===== config.mk =====
export PLATFORM = sky130hd
export DESIGN_NAME = data_sync
export DESIGN_NICKNAME = d
export VERILOG_FILES = /design/src/rtl/data_sync.sv
export SDC_FILE = /design/constraint.sdc
export NUM_CORES = 1
export LEC_CHECK = 0
export CAP_MARGIN = 20
export CORE_AREA = 5 5 42 44
export DETAILED_ROUTE_END_ITERATION = 10
export DIE_AREA = 0 0 47 49
export HOLD_SLACK_MARGIN = 0.1
export PLACE_DENSITY_LB_ADDON = 0.05
export SLEW_MARGIN = 20
export SYNTH_ARGS = -nofsm -noshare
export SYNTH_HDL_FRONTEND = slang
export SYNTH_SLANG_ARGS = --single-unit

===== constraint.sdc =====
create_clock -name CLK -period 3.3 [get_ports CLK]
set_input_delay 0.495 -clock CLK [delete_from_list [all_inputs] [get_ports CLK]]
set_output_delay 0.495 -clock CLK [all_outputs]
set_load 0.01 [all_outputs]

===== src/rtl/data_sync.sv =====
// data_sync: destination-side bus synchronizer; syncs a level enable, captures the bus once per rise, emits a pulse and a toggle ack
module data_sync #(
  parameter int NUM_STAGES = 2,
  parameter int BUS_WIDTH  = 8
) (
  input  logic                 CLK,
  input  logic                 RST,
  input  logic [BUS_WIDTH-1:0] UNSYNC_BUS,
  input  logic                 BUS_ENABLE,
  output logic [BUS_WIDTH-1:0] SYNC_BUS,
  output logic                 ENABLE_PULSE,
  output logic                 ACK_TOGGLE
);
  logic [NUM_STAGES-1:0] r_sync;
  logic                  r_hist;
  logic                  w_rise;
  assign w_rise = r_sync[NUM_STAGES-1] & ~r_hist;
  // plain flop chain on the enable only; the bus is never synchronized bitwise
  always_ff @(posedge CLK or negedge RST)
    if (!RST) r_sync <= '0;
    else      r_sync <= {r_sync[NUM_STAGES-2:0], BUS_ENABLE};
  // history of the chain output for rising-edge detection
  always_ff @(posedge CLK or negedge RST)
    if (!RST) r_hist <= 1'b0;
    else      r_hist <= r_sync[NUM_STAGES-1];
  // capture the now-stable bus once per synchronized rise and flip the ack
  always_ff @(posedge CLK or negedge RST)
    if (!RST) begin
      SYNC_BUS     <= '0;
      ENABLE_PULSE <= 1'b0;
      ACK_TOGGLE   <= 1'b0;
    end else begin
      ENABLE_PULSE <= w_rise;
      if (w_rise) begin
        SYNC_BUS   <= UNSYNC_BUS;
        ACK_TOGGLE <= ~ACK_TOGGLE;
      end
    end
endmodule


# == Word-level counts from Yosys, hierarchy flattened ==
# Cells that the tools add are included.
# totals
ff_bits,13
input_bits,11
output_inout_bits,10
elab_cells,8
# op_classes
bitwise,3
# op_table
cell,n
$not A1 Y1,2
$and A1 B1 Y1,1

# == Longest topological paths before layout ==
# depth
word_depth,2
mapped_depth,3
ltp_nobuf,2

# == Worst setup path after synthesis ==
# OpenSTA, ideal clock, no wires.
# synth_timing
path_type,reg2reg
from,reg r_hist
to,reg SYNC_BUS[0]
setup_time_ps,125
arrival_ps,923
t_required_ps,3175
path_slack_ps,2252
stages_incl_launch_ff,4
path_buffers,1
period_less_slack_ps,1048
cell_sequence,dfrtp_1 nor2b_4 buf_12 mux2_4
# synth_via
elab_chain_cells,2
# synth_lines
element,line_no,text
"start, declared",15,logic r_hist;
"start signal, assigned",25,else r_hist <= r_sync[NUM_STAGES-1];
$not A1 Y1,17,assign w_rise = r_sync[NUM_STAGES-1] & ~r_hist;
$and A1 B1 Y1,17,
net w_rise,16,logic w_rise;
"end signal, assigned",29,SYNC_BUS <= '0;
"end signal, assigned",35,SYNC_BUS <= UNSYNC_BUS;
"end, declared",10,"output logic [BUS_WIDTH-1:0] SYNC_BUS,"
# The timed path passes the listed nets, and every way through them passes these cells.
# A chain may end at the register's enable or synchronous reset.

# == Worst setup path in the final report ==
# layout_timing
from,reg ACK_TOGGLE
to,out ACK_TOGGLE
# layout_rtl
element,line_no,text
"start, declared",12,output logic ACK_TOGGLE
"start signal, assigned",36,ACK_TOGGLE <= ~ACK_TOGGLE;
# No word-level cell between the ends.

==> run summary <==
The highest net fanout along the worst path came out at 2. The count of antenna-violating nets left after detailed routing is 0. The post-detailed-route wirelength per cell came out at 13.75 um. In this run the clock root is driven by a sky130_fd_sc_hd__clkbuf_4.

Dividing the detail-routed via count by the number of cells gives 4.508. The maximum number of pins on one net before global-route repair is 14. The per-instance average area after synthesis came out at 20.33 um^2.

The number of clock buffers inserted by TritonCTS came out at 3. The DRC marker count from the first detailed-route iteration is 0. The tightest hold path in the finished design has a slack of 0.3555 ns. The post-route worst setup slack came out at 1.626 ns. At the pin with the least slew margin, the transition time is 0.5721 ns. The total routing usage reported by global routing is 0.09664. The final wirelength came out at 866 um.

The length of routed met3 wiring came out at 85 um. The reg2reg setup slack came out at 2.10 ns. The clock insertion delay at the later pin of the skew report is 0.27 ns. The number of primary I/O pins came out at 21. The floorplan step defined a core boundary enclosing 0.001401 mm^2. The number of distinct library cells after synthesis is 5.

The element type at the critical path start is a flop. The flow ran to the end, and the final reports show no timing, DRC or antenna violations. Post-CTS timing repair inserted 0 buffers for setup. The largest stage delay on the critical path came out at 0.55 ns. For this block, wires on met1 add up to 330 um. The number of violations of the max-capacitance limit came out at 0. The starting utilization of the core area is 0.3482. The critical path is of the flop to primary output type. The number of levels in the clock H-tree is 1. The hold path endpoint is r_sync[1]. The global-route wire length before repair came out at 1.573 mm. The final setup violation count came out at 0. The final net count is 59. Setup repair after global routing left no endpoint under its margin. The total met2 wirelength after detailed routing is 447 um. The count of warnings emitted by yosys is 0.

The placer's final routability congestion estimate came out at 0.6872. The longest clock path from root to sink contains 2 buffers. The number of antenna violations at the first check in global routing is 0. The number of buffers added on ports came out at 20. The antenna cell count came out at 0.

For this run, the number of standard cells in the final layout without fillers is 63. The share of the Yosys chip area taken by registers is 0.6667. The die area is 0.002303 mm^2. The flop and latch count out of synthesis came out at 13. The mapped netlist covers 488.0 um^2.

The number of nets in the synthesized netlist is 35. Global routing finished with a remaining overflow of 0. The worst reg2reg path endpoint is SYNC_BUS[2]. The total instance count after detailed placement came out at 59. The final clock period utilization by the worst path is 0.5072. The critical path buffer and inverter count came out at 1. The overall die width is 47 um.

From synthesis to final layout, the design area changed by 46.41%. Signal routing reaches up to met4. The clock sink count is 13. The total half-perimeter wirelength after legalization and detailed placement is 655.7 um. The maximum clock frequency came out at 597.4 MHz. The worst slack at placement came out at 1.912 ns.

The remaining max-slew budget at the tightest pin is 0.6174. For this run, the detailed router's first-pass iteration total came to 1. The number of buffers added to fix hold violations after cts came out at 0. The post-route setup TNS is 0 ns. The origin of the worst min-delay path is r_sync[0]. The worst min-delay path category is flop to flop. The TritonCTS clock tree is built. The number of global-route vias before repair came out at 344. The kind of end point of the critical path is a primary output.

The number of hold-slack violations in the final timing report is 0. The cell class contributing the biggest share of worst-path delay is buffers and inverters. The signal on the critical path passes through clkdlybuf4s50_1. The via total after detailed routing is 284. The clock period minus worst slack is 1.674 ns. The final-report max-slew violation count is 0. In this run the critical register-to-register path is launched from r_hist. The post-CTS resize count came out at 0. The slowest stage of the critical path is the sky130_fd_sc_hd__clkdlybuf4s50_1 cell. The worst IR drop on VDD is 0.0002746 V. The count of cells along the worst register-to-register path is 2. The arrival time of the worst setup path is 1.18 ns.

The worst hold path passes through 0 cells. The number of remaining DRC errors is 0. The clock transition at the register clock pins on the worst setup and hold paths after CTS came out at 0.08 ns. Synthesis handed over a netlist of 24 instances. The die height is 49 um. The filler cell count in the final layout is 134. The clock arrives with 0.001485 ns of skew. The number of core rows came out at 14. Of the cells placed in the final design, the portion with a size suffix greater than 1 is 0.2553. The static power due to leakage came out at 0.0003182 uW.

For the worst setup path, the data required time is 2.80 ns. The power density normalized to cell area is 547.8 mW/mm^2.
-- cell usage in the layout (no fill, tap or decap), drive strengths merged --
| cell | instances |
|---|---|
| clkdlybuf4s50 | 20 |
| dfrtp | 13 |
| mux2 | 8 |
| clkbuf | 4 |
| nor2b | 1 |
| xor2 | 1 |
-- layout make-up --
cell class,count,area [um^2],share of cell area
Sequential cell,13,325.3,0.4553
Timing Repair Buffer,20,200.2,0.2802
Multi-Input combinational cell,10,142.6,0.1997
Clock buffer,4,26.28,0.03678
Tap cell,16,20.02,0.02802
-- Yosys cell counts --
library cell / number / area (um^2)
sky130_fd_sc_hd__mux2_4: 8 / 120.1
sky130_fd_sc_hd__dfrtp_1: 13 / 325.3
sky130_fd_sc_hd__xor2_1: 1 / 8.760
sky130_fd_sc_hd__nor2b_4: 1 / 13.76
sky130_fd_sc_hd__buf_12: 1 / 20.02
-- flip-flops by register name, summed over array words and instances, names as in the netlist --
name and cells:
r_hist 1, ENABLE_PULSE 1, ACK_TOGGLE 1, SYNC_BUS 8, r_sync 2
-- report_power, final --
group	switching, uW	internal [uW]	total, uW
Clock	47.6	46.7	94.4
Sequential	13.3	182	196
Combinational	32.0	69.3	101
-- worst max path at each step --
stage / start / to / slack, ns / cells past startpoint
finish: ACK_TOGGLE / ACK_TOGGLE / 1.63 / 1
detailed placement: SYNC_BUS[2] / SYNC_BUS[2] / 1.91 / 1
CTS: SYNC_BUS[2] / SYNC_BUS[2] / 1.61 / 1
floorplan: r_hist / SYNC_BUS[0] / 2.25 / 3
global route: ACK_TOGGLE / ACK_TOGGLE / 1.57 / 1
global placement: ACK_TOGGLE / ACK_TOGGLE / 1.92 / 1
-- logic make-up after synthesis --
kind of cell / share of synthesized area
DFF: 0.6667
muxes: 0.2462
and+or+nand+nor: 0.02820
xor gates and xnor gates: 0.01795
buffers and inverters: 0.04103
-- metal layers --
metal / up-vias / global-route usage
li1: 125 / -
met1: 146 / 0.1181
met2: 11 / 0.1425
met3: 2 / 0.03321
met4: 0 / 0.05530
met5: - / 0
-- through the flow --
step | total power, uW | utilization | cell area, um^2
2_1_floorplan | 240.8 | - | 488.0
3_3_place_gp | 299.1 | 0.4911 | 688.2
3_5_place_dp | 301.4 | 0.4911 | 688.2
4_1_cts | 398.1 | 0.5098 | 714.4
5_1_grt | 413.6 | 0.5098 | 714.4
6_report | 391.4 | 0.5098 | 714.4
(Power assumes the default switching activity.)
